### config.mk
export PLATFORM = sky130hd
export DESIGN_NAME = mano_timing_decoder_flat
export DESIGN_NICKNAME = d
export VERILOG_FILES = /design/src/rtl/mano_pkg.sv /design/src/rtl/mano_timing_decoder_if.sv /design/src/rtl/mano_seq_counter.sv /design/src/rtl/mano_timing_decoder.sv /design/src/flat_wrapper.sv
export SDC_FILE = /design/constraint.sdc
export NUM_CORES = 1
export LEC_CHECK = 0
export CAP_MARGIN = 20
export CORE_MARGIN = 4
export CORE_UTILIZATION = 39
export CTS_CLUSTER_DIAMETER = 80
export CTS_CLUSTER_SIZE = 30
export DETAILED_ROUTE_END_ITERATION = 8
export MAX_ROUTING_LAYER = met4
export PLACE_DENSITY = 0.87
export SYNTH_ARGS = -nofsm -noshare
export SYNTH_HDL_FRONTEND = slang
export SYNTH_SLANG_ARGS = --single-unit
### constraint.sdc
create_clock -name clk -period 1.35 [get_ports clk]
set_input_delay 0.2025 -clock clk [delete_from_list [all_inputs] [get_ports clk]]
set_output_delay 0.2025 -clock clk [all_outputs]
set_load 0.03 [all_outputs]
### src/rtl/mano_pkg.sv
// Shared constants, opcode names and decode helper for the basic-computer
// timing/decode slice.
package mano_pkg;

    localparam int SC_WIDTH   = 3;
    localparam int IR_WIDTH   = 16;
    localparam int I_BIT      = IR_WIDTH - 1;
    localparam int OPCODE_MSB = IR_WIDTH - 2;
    localparam int OPCODE_LSB = IR_WIDTH - 4;

    // Memory-reference opcodes; 7 selects the register/IO instruction group.
    localparam logic [2:0] AND    = 3'd0;
    localparam logic [2:0] ADD    = 3'd1;
    localparam logic [2:0] LDA    = 3'd2;
    localparam logic [2:0] STA    = 3'd3;
    localparam logic [2:0] BUN    = 3'd4;
    localparam logic [2:0] BSA    = 3'd5;
    localparam logic [2:0] ISZ    = 3'd6;
    localparam logic [2:0] IO_REG = 3'd7;

    // 3-to-8 opcode decoder: exactly one output bit per opcode.
    function automatic logic [7:0] opcode_onehot(input logic [2:0] op);
        logic [7:0] oh;
        case (op)
            AND:     oh = 8'h01;
            ADD:     oh = 8'h02;
            LDA:     oh = 8'h04;
            STA:     oh = 8'h08;
            BUN:     oh = 8'h10;
            BSA:     oh = 8'h20;
            ISZ:     oh = 8'h40;
            IO_REG:  oh = 8'h80;
            default: oh = 8'h01;
        endcase
        return oh;
    endfunction

endpackage

### src/rtl/mano_timing_decoder_if.sv
// Control-side bundle between the bus/control equations and the timing decoder.
interface mano_timing_decoder_if #(
    parameter int SC_WIDTH = 3,
    parameter int IR_WIDTH = 16
);
    logic [IR_WIDTH-1:0]      bus_in;
    logic                     ir_ld;
    logic                     sc_clr;
    logic                     start;
    logic                     halt;
    logic [2**SC_WIDTH-1:0]   T;
    logic [7:0]               D;
    logic                     I;
    logic [IR_WIDTH-1:0]      ir_q;
    logic                     running;

    // Control logic side: drives strobes, consumes timing and decode.
    modport master (
        output bus_in, ir_ld, sc_clr, start, halt,
        input  T, D, I, ir_q, running
    );

    // Timing decoder side.
    modport slave (
        input  bus_in, ir_ld, sc_clr, start, halt,
        output T, D, I, ir_q, running
    );
endinterface

### src/rtl/mano_seq_counter.sv
// Sequence counter with registered one-hot timing vector and run/halt flop S.
// T is rotated in lockstep with SC rather than decoded from it, so the timing
// lines never glitch.
module mano_seq_counter #(
    parameter int SC_WIDTH     = 3,
    parameter bit RUN_ON_RESET = 1'b1
) (
    input  logic                   clk,
    input  logic                   rst_n,
    input  logic                   sc_clr_i,
    input  logic                   start_i,
    input  logic                   halt_i,
    output logic [2**SC_WIDTH-1:0] t_o,
    output logic                   running_o
);
    localparam int T_WIDTH = 2**SC_WIDTH;
    localparam logic [T_WIDTH-1:0]  T0_ONEHOT = {{(T_WIDTH-1){1'b0}}, 1'b1};
    localparam logic [SC_WIDTH-1:0] SC_ONE    = {{(SC_WIDTH-1){1'b0}}, 1'b1};

    logic [SC_WIDTH-1:0] sc_q, sc_d;
    logic [T_WIDTH-1:0]  t_q, t_d;
    logic                s_q, s_d;
    logic                adv_s;

    // Next-state for SC/T (clear beats advance) and for S (halt beats start).
    always_comb begin
        sc_d  = sc_q;
        t_d   = t_q;
        s_d   = s_q;
        // A halt sampled at this edge already blocks the advance.
        adv_s = s_q & ~halt_i;
        if (sc_clr_i) begin
            sc_d = {SC_WIDTH{1'b0}};
            t_d  = T0_ONEHOT;
        end else if (adv_s) begin
            sc_d = sc_q + SC_ONE;
            t_d  = {t_q[T_WIDTH-2:0], t_q[T_WIDTH-1]};
        end else begin
            sc_d = sc_q;
            t_d  = t_q;
        end
        if (halt_i) begin
            s_d = 1'b0;
        end else if (start_i) begin
            s_d = 1'b1;
        end else begin
            s_d = s_q;
        end
    end

    // State registers; reset parks the counter at T0.
    always_ff @(posedge clk or negedge rst_n) begin
        if (!rst_n) begin
            sc_q <= {SC_WIDTH{1'b0}};
            t_q  <= T0_ONEHOT;
            s_q  <= RUN_ON_RESET;
        end else begin
            sc_q <= sc_d;
            t_q  <= t_d;
            s_q  <= s_d;
        end
    end

    assign t_o       = t_q;
    assign running_o = s_q;

endmodule

### src/rtl/mano_timing_decoder.sv
// Timing and opcode decode for the basic computer: instruction register,
// opcode decoder, indirect bit and the sequence counter.
module mano_timing_decoder #(
    parameter int SC_WIDTH     = mano_pkg::SC_WIDTH,
    parameter int IR_WIDTH     = mano_pkg::IR_WIDTH,
    parameter bit RUN_ON_RESET = 1'b1
) (
    input  logic                  clk,
    input  logic                  rst_n,
    mano_timing_decoder_if.slave  bus
);
    import mano_pkg::*;

    localparam int OP_MSB = IR_WIDTH - 2;
    localparam int OP_LSB = IR_WIDTH - 4;

    logic [IR_WIDTH-1:0]    ir_q, ir_d;
    logic [2**SC_WIDTH-1:0] t_s;
    logic                   running_s;

    // IR captures the bus whenever ir_ld is high, regardless of S or sc_clr.
    always_comb begin
        ir_d = ir_q;
        if (bus.ir_ld) begin
            ir_d = bus.bus_in;
        end else begin
            ir_d = ir_q;
        end
    end

    // Instruction register.
    always_ff @(posedge clk or negedge rst_n) begin
        if (!rst_n) begin
            ir_q <= {IR_WIDTH{1'b0}};
        end else begin
            ir_q <= ir_d;
        end
    end

    mano_seq_counter #(
        .SC_WIDTH     (SC_WIDTH),
        .RUN_ON_RESET (RUN_ON_RESET)
    ) u_seq (
        .clk       (clk),
        .rst_n     (rst_n),
        .sc_clr_i  (bus.sc_clr),
        .start_i   (bus.start),
        .halt_i    (bus.halt),
        .t_o       (t_s),
        .running_o (running_s)
    );

    assign bus.T       = t_s;
    assign bus.running = running_s;
    assign bus.ir_q    = ir_q;
    assign bus.I       = ir_q[IR_WIDTH-1];
    // D follows IR directly so control equations see the new opcode right
    // after the load edge.
    assign bus.D       = opcode_onehot(ir_q[OP_MSB:OP_LSB]);

endmodule

### src/flat_wrapper.sv
// flat-port wrapper written by rule: the top's interface ports become plain ports
module mano_timing_decoder_flat import mano_pkg::*;
#(
    parameter int SC_WIDTH     = mano_pkg::SC_WIDTH,
    parameter int IR_WIDTH     = mano_pkg::IR_WIDTH,
    parameter bit RUN_ON_RESET = 1'b1
)
  (clk, rst_n, bus_bus_in, bus_ir_ld, bus_sc_clr, bus_start, bus_halt, bus_T, bus_D, bus_I, bus_ir_q, bus_running);
  mano_timing_decoder_if #(.SC_WIDTH(SC_WIDTH), .IR_WIDTH(IR_WIDTH)) bus_i ();
  input  logic clk;
  input  logic rst_n;
  input wire logic [$bits(bus_i.bus_in)-1:0] bus_bus_in;
  input wire logic [$bits(bus_i.ir_ld)-1:0] bus_ir_ld;
  input wire logic [$bits(bus_i.sc_clr)-1:0] bus_sc_clr;
  input wire logic [$bits(bus_i.start)-1:0] bus_start;
  input wire logic [$bits(bus_i.halt)-1:0] bus_halt;
  output wire logic [$bits(bus_i.T)-1:0] bus_T;
  output wire logic [$bits(bus_i.D)-1:0] bus_D;
  output wire logic [$bits(bus_i.I)-1:0] bus_I;
  output wire logic [$bits(bus_i.ir_q)-1:0] bus_ir_q;
  output wire logic [$bits(bus_i.running)-1:0] bus_running;
  assign bus_i.bus_in = bus_bus_in;
  assign bus_i.ir_ld = bus_ir_ld;
  assign bus_i.sc_clr = bus_sc_clr;
  assign bus_i.start = bus_start;
  assign bus_i.halt = bus_halt;
  assign bus_T = bus_i.T;
  assign bus_D = bus_i.D;
  assign bus_I = bus_i.I;
  assign bus_ir_q = bus_i.ir_q;
  assign bus_running = bus_i.running;
  mano_timing_decoder #(.SC_WIDTH(SC_WIDTH), .IR_WIDTH(IR_WIDTH), .RUN_ON_RESET(RUN_ON_RESET)) u_core (.clk(clk), .rst_n(rst_n), .bus(bus_i));
endmodule
# Word level (Yosys, flattened, before mapping)
# Memory sizes are Yosys's and may differ from the RTL's.
# Cells that the tools add are included.
# op_classes
reduce_logical	2
shift	0
muxes	4
n_mul	0
div_mod_pow	0
magnitude_cmp	0
bitwise	2
eq_ne	0
n_addsub	0
# op_table
cell	n
two-way mux 8 bit	2
nonzero test 2 bit	2
two-way mux 1 bit	2
bitwise AND 1 bit	1
inverter 1 bit	1
# word_totals
rom_bits	64
latch_bits	0
input_bits	22
mem_count	1
reg_bits	25
output_inout_bits	34
elab_cells	12
ram_bits	0
# mem_list
name	depth	width	read_ports	rd_clocked_by_memory_dff	wr	line_no	rtl
(no name shown)	8	8	1	0	0	mano_pkg.sv:24	case (op)

# Depth between registers and ports, before layout
# Gate-level depths: netlist (run 1).
# depth
word_depth	4
mapped_depth	3
ltp_nobuf	2

# By module
# A second synthesis (run 1) with hierarchy kept.
# hier_totals
cells_unflattened	76
hier_area_um2	1124.8
# by_module_without_submodules
mod	seq_area_each_um2	cells_per_inst	n_inst	area_each_um2
mano_timing_decoder	400.4	43	1	716.9
mano_seq_counter	227.7	33	1	407.9

# Worst setup path after synthesis (run 1)
# OpenSTA, ideal clock, no wires.
# synth_timing
path_kind	reg-to-output
start	register u_core.ir_q[12] (netlist: u_core.bus.ir_q[12])
end	output bus_D[1]
required_ns	1.148
slack_ns	-0.238
n_path_buf	0
stages_incl_launch_ff	2
arrival_time_ns	1.385
cell_sequence	dfrtp_1 -> nor3b_1
# synth_via
elab_chain_len	1
# synth_lines
element	line_no	rtl
from (decl)	mano_timing_decoder.sv:17	logic [IR_WIDTH-1:0] ir_q, ir_d;
from (signal assigned)	mano_timing_decoder.sv:34	ir_q <= {IR_WIDTH{1'b0}};
from (signal assigned)	mano_timing_decoder.sv:36	ir_q <= ir_d;
memory (8 x 8 bit)	-	
to (decl)	flat_wrapper.sv:18	output wire logic [$bits(bus_i.D)-1:0] bus_D;
# No other way between the ends.

# Final worst setup path (run 1)
# layout_timing
start	register u_core.ir_q[14] (netlist: u_core.bus.ir_q[14])
end	output bus_D[4]
# Same word-level chain as after synthesis.

==> results of run 1 <==
## flip-flops by register name, indices dropped and copies added (netlist names)
register / count
u_core.bus.ir_q: 16
u_core.u_seq.t_o: 8
u_core.u_seq.running_o: 1
## final timing paths
path,from,to,slack (ns)
min reg2reg,u_core.u_seq.running_o$_DFFE_PN1P_,u_core.u_seq.running_o$_DFFE_PN1P_,0.52
min,rst_n,u_core.bus.ir_q[6]$_DFFE_PN0P_,0.24
max reg2reg,u_core.u_seq.running_o$_DFFE_PN1P_,u_core.u_seq.t_o[7]$_DFFE_PN0P_,0.17
max,u_core.bus.ir_q[14]$_DFFE_PN0P_,bus_D[4],-0.09
min in group clk,bus_start,u_core.u_seq.running_o$_DFFE_PN1P_,0.42
max in group asynchronous,rst_n,u_core.u_seq.t_o[0]$_DFFE_PN1P_,0.88
## critical path: cells and delay by family (launching register included)
kind / cells / cell delay (ns)
DFF: 1 / 0.48
buffers and inverters: 2 / 0.31
and+or+nand+nor: 1 / 0.14
## cell usage after synthesis
| library cell | count | share of area (%) |
|---|---|---|
| and3_1 | 1 | 0.57 |
| and3b_1 | 2 | 1.6 |
| buf_1 | 1 | 0.34 |
| buf_12 | 1 | 1.8 |
| buf_4 | 2 | 1.4 |
| buf_6 | 1 | 1.0 |
| dfrtp_1 | 23 | 52 |
| dfstp_2 | 2 | 4.8 |
| mux2_2 | 6 | 6.1 |
| mux2_4 | 10 | 14 |
| mux2i_1 | 7 | 6.3 |
| nand2_1 | 1 | 0.34 |
| nand2b_1 | 7 | 4.0 |
| nand4bb_1 | 1 | 1.0 |
| nor2_1 | 5 | 1.7 |
| nor2b_1 | 1 | 0.57 |
| nor3_1 | 1 | 0.45 |
| nor3b_1 | 3 | 2.0 |
| o21ai_1 | 1 | 0.45 |
## final cells by class
class                           instances  area, µm²  area share (%)
Timing Repair Buffer                   66        619            35.1
Clock buffer                            3       22.5            1.28
Clock inverter                          1       5.00           0.284
Sequential cell                        25        632            35.8
Multi-Input combinational cell         46        445            25.3
Tap cell                               31       38.8            2.20
## kinds of logic after synthesis
group | share of synthesized area (%)
buffers and inverters | 4.52
and+or+nand+nor | 12.2
muxes | 26.0
DFF | 56.8
AOI/OAI and AO/OA | 0.452
## where the power goes
| group | switching, mW | internal (mW) |
|---|---|---|
| Clock | 0.212 | 0.111 |
| Sequential | 0.0466 | 0.808 |
| Combinational | 0.278 | 0.273 |
## metal layers
metal	up-vias	wire length [µm]	global-route usage, %
li1	396	-	-
met1	408	1100	19.0
met2	36	1380	25.5
met3	0	199	3.35
met4	0	0	3.72
met5	-	0	-
## through the flow
step           TNS, ns  instances  util, %
2_1_floorplan   -0.851         76        -
3_3_place_gp         0        160     60.7
3_5_place_dp   -0.0442        160     60.7
4_1_cts         -0.217        167     62.2
5_1_grt          -1.06        172     64.5
6_report        -0.438        172     64.5
## placed cells by master (no fill, tap or decap), types with 3 or more instances in the layout
cell type and count:
nand2b_1 7, mux2_2 6, dfrtp_2 3, mux2i_1 7, dlygate4sd2_1 10, clkbuf_2 4, clkdlybuf4s15_1 7, nor3b_2 3
buf_6 7, dfrtp_1 20, nor2_1 4, clkdlybuf4s50_1 21, buf_4 15, mux2_4 10, clkbuf_4 3
## timing repair
action | in CTS | in global routing
setup endpoints to repair | 29 | 19
setup buffers | 3 | 5
resized for setup | 27 | 27
hold buffers | 0 | 0
==> results.cfg, run 1 <==
[outcome]
outcome = finished, violations left
failed_checks = setup timing

[sta]
maxSlewHeadroom_pct = 79.1
clock.fmax_ghz = 0.694
whs_ns = 0.237
maxSlewViolCount = 0
rsz0062_at_grt = yes
worst_slew_pin_slew_ns = 0.315
period_share_pct = 107
post-route-min-period_ns = 1.44
setup_viol = 9
hold_viol = 0
finalClockSkew_ns = 0.00943
fin_ws_ns = -0.0912

[setup_path]
reg2reg_depth = 3
path_cells = buf_6 -> nor3b_2 -> buf_4
path_class = reg2out
cp.arrival_ns = 1.24
worstPathRequired_ns = 1.15
path_max_fanout = 6
worstSetupEndpointType = primary output
slowest_delay_ns = 0.48
start_kind = register
cpMaxStageDelayCell = dfrtp_2

[power_and_ir_drop]
irDropWorstVdd_mv = 0.770
p_leak_nw = 0.838
power_density_nw_per_um2 = 981
total_power_mw = 1.73

[die]
die_y_um = 61.3
die_area_um2 = 3750
core_um2 = 2730
ioPinCount = 56
rows = 19
start_util_pct = 40.5
dieWidth_um = 61.3

[drt]
wirelength_mm = 2.68
drc = 0
first_pass_iters = 2
ant_nets = 0
wl_per_cell_um = 15.6
vias = 840
via_per_inst = 4.88
drt_iter0_drc = 18

[global_route]
antenna_found_initial = 0
gr-total-overflow = 0
grt_pass1_wl_mm = 4.10
grt_max_degree = 26
grt_usage_pct = 15.4
grt_pass1_vias = 925

[synthesis]
yosysSeqAreaShare_pct = 56.8
synth_cell_types = 19
syn_inst = 76
synth_nets = 98
avgSynthCellArea_um2 = 14.6
yosysWarnings = 0
synth-seq-cells = 25
syn_area_um2 = 1110

[placed_design]
place_area_um2 = 1660
io_buffers = 55
dp_hpwl_mm = 1.97
gp_congestion = 0.727
place_ws_ns = -0.0131

[cells_and_area]
design_area_um2 = 1760
insertedDiodeCount = 0
syn2layout_area_growth_pct = 59.4
final_nets = 164
layout-drive-gt1-share_pct = 40.4
nFillCells = 213

[clock_network]
htree_levels = 1
clockBufferDepth = 2
clk_pin_slew_ns = 0.14
cts.sinks = 25
ctsRootBufferMaster = clkbuf_4
cts_tree = done
cts_buffers = 3
clock_latency_ns = 0.31

[min_path]
hold_path.class = in2async

[run]
max_cap_viol_count = 0
No activity file was read; power rests on OpenSTA's default activity.
==> run 2: changes to the inputs <==
--- a/config.mk
+++ b/config.mk
@@ -13,6 +13,7 @@
 export DETAILED_ROUTE_END_ITERATION = 8
 export MAX_ROUTING_LAYER = met4
 export PLACE_DENSITY = 0.87
+export SLEW_MARGIN = 20
 export SYNTH_ARGS = -nofsm -noshare
 export SYNTH_HDL_FRONTEND = slang
 export SYNTH_SLANG_ARGS = --single-unit
==> results of run 2 <==
Final layout, timing and power as in run 1 (identical DEF).
==> run 3: changes to the inputs <==
--- a/config.mk
+++ b/config.mk
@@ -11,8 +11,10 @@
 export CTS_CLUSTER_DIAMETER = 80
 export CTS_CLUSTER_SIZE = 30
 export DETAILED_ROUTE_END_ITERATION = 8
+export GPL_TIMING_DRIVEN = 0
 export MAX_ROUTING_LAYER = met4
 export PLACE_DENSITY = 0.87
+export SKIP_CTS_REPAIR_TIMING = 1
 export SLEW_MARGIN = 20
 export SYNTH_ARGS = -nofsm -noshare
 export SYNTH_HDL_FRONTEND = slang
==> results.cfg, run 3 (synthesis gave the netlist of run 1 again) <==
[outcome]
outcome = finished, violations left
failed_checks = setup timing

[cells_and_area]
layout-drive-gt1-share_pct = 33.1
final_cells = 167
nFillCells = 209
final_nets = 159
syn2layout_area_growth_pct = 57.4
largest-register = u_core.bus.ir_q
final_common_cell = dlymetal6s2s_1
layout_common_cells = 22 x dlymetal6s2s_1, 20 x dfrtp_1, 18 x clkdlybuf4s50_1, 10 x mux2_4
largest_register_ffs = 16
insertedDiodeCount = 0
post-route-util_pct = 63.7

[die]
dieWidth_um = 61.3
core_um2 = 2730
ioPinCount = 56
rows = 19
die_area_um2 = 3750
start_util_pct = 40.5
die_y_um = 61.3

[power_and_ir_drop]
power_density_nw_per_um2 = 972
p_seq_share_pct = 50.6
power_switching_mw = 0.523
intPower_mw = 1.17
irDropWorstVdd_mv = 0.749
comb_power_share_pct = 29.9
clkPwrFrac_pct = 19.5
swShare_pct = 30.9
total_power_mw = 1.69
p_leak_nw = 1.03

[setup_path]
worstReg2RegEnd = u_core.u_seq.t_o[6]$_DFFE_PN0P_
critical_path.endpoint = bus_D[3]
reg2reg_setup_slack_ns = 0.20
critical_path_depth = 3
worstReg2RegStart = u_core.u_seq.running_o$_DFFE_PN1P_
cp.arrival_ns = 1.30
path_cells = buf_4 -> and3b_1 -> buf_2
worst-path-buf-inv = 2
slowest_delay_ns = 0.49
cpMaxStageDelayCell = dfrtp_2
path_max_fanout = 8
path_class = reg2out
reg2reg_depth = 3
start_kind = register
worstPathRequired_ns = 1.15
worstSetupEndpointType = primary output
startpoint = u_core.bus.ir_q[12]$_DFFE_PN0P_
cp_top_family = flip-flops

[clock_network]
cts_buffers = 3
ctsRootBufferMaster = clkbuf_4
clk_pin_slew_ns = 0.13
cts.sinks = 25
clock_latency_ns = 0.31
htree_levels = 1
cts_tree = done
clockBufferDepth = 2

[global_route]
gr-total-overflow = 0
grt_usage_pct = 13.3
antenna_found_initial = 0
grt_max_degree = 26
grt_pass1_vias = 838
grt_pass1_wl_mm = 3.53

[placed_design]
io_buffers = 53
dp_hpwl_mm = 1.82
place_ws_ns = -0.257
gp_congestion = 0.728
dp.cells = 160

[sta]
worst_slew_pin_slew_ns = 0.555
fin_ws_ns = -0.152
hold_viol = 0
finalClockSkew_ns = 0.00263
setup_viol = 8
maxSlewHeadroom_pct = 63.0
period_share_pct = 111
rsz0062_at_grt = yes
clock.fmax_ghz = 0.666
maxSlewViolCount = 0
post-route-min-period_ns = 1.50

[drt]
vias = 800
wl_per_cell_um = 14.4
wirelength_mm = 2.41
via_per_inst = 4.79
first_pass_iters = 2
ant_nets = 0
drc = 0
drt_iter0_drc = 13

[run]
max_cap_viol_count = 0

[min_path]
hold_path.class = in2reg
## run 3: changes by cell type in the layout (fill, tap and decap cells not counted), moves of 2 or more
cell	delta
clkdlybuf4s50_1	-3
nor3b_2	-2
buf_6	-5
dlymetal6s2s_1	+22
buf_4	-8
clkdlybuf4s15_1	-7
buf_2	+4
nor3b_1	+2
dlygate4sd2_1	-10
## run 3: how the worst min path moves through the flow
stage                                           endpoint  cells past startpoint                            from  slack [ns]
after CTS                 u_core.bus.ir_q[1]$_DFFE_PN0P_                      2                       bus_ir_ld        0.16
final                     u_core.bus.ir_q[1]$_DFFE_PN0P_                      2                       bus_ir_ld        0.17
after floorplan           u_core.bus.ir_q[0]$_DFFE_PN0P_                      0                           rst_n       -0.09
after detailed placement  u_core.bus.ir_q[3]$_DFFE_PN0P_                      1  u_core.bus.ir_q[3]$_DFFE_PN0P_        0.50
after global placement    u_core.bus.ir_q[2]$_DFFE_PN0P_                      1  u_core.bus.ir_q[2]$_DFFE_PN0P_        0.49
after global routing      u_core.bus.ir_q[0]$_DFFE_PN0P_                      2                       bus_ir_ld        0.15
## run 3: layout make-up
cell class	instances	area, µm²	area share [%]
multi-input combinational	46	433	24.9
clock buffer	3	22.5	1.29
buffer	5	50.0	2.88
sequential	25	632	36.3
timing repair buffer	56	559	32.1
clock inverter	1	5.00	0.288
tap	31	38.8	2.23
## run 3: power by group through the flow
stage | clock, mW | sequential [mW] | combinational [mW]
after CTS | 0.342 | 0.856 | 0.530
final | 0.330 | 0.856 | 0.506
after global placement | 0 | 0.864 | 0.520
after global routing | 0.375 | 0.865 | 0.534
after detailed placement | 0 | 0.869 | 0.528
after floorplan | 0 | 0.973 | 0.175
## run 3: per-layer routing
layer | share of wire, % | global-route usage (%) | up-vias
met4 | 0.46 | 5.57 | 0
met3 | 9.6 | 3.98 | 2
met1 | 38 | 14.4 | 382
met2 | 52 | 22.5 | 36
met5 | 0 | - | -
li1 | - | - | 380
## run 3: per-stage QoR
stage                     instance area [µm²]  setup TNS, ns  hold WS, ns
after global routing                     1740          -1.34        0.155
final                                    1740         -0.667        0.174
after global placement                   1680          -5.71        0.490
after floorplan                          1110         -0.851      -0.0931
after detailed placement                 1680          -7.06        0.495
after CTS                                1700         -11.85        0.164
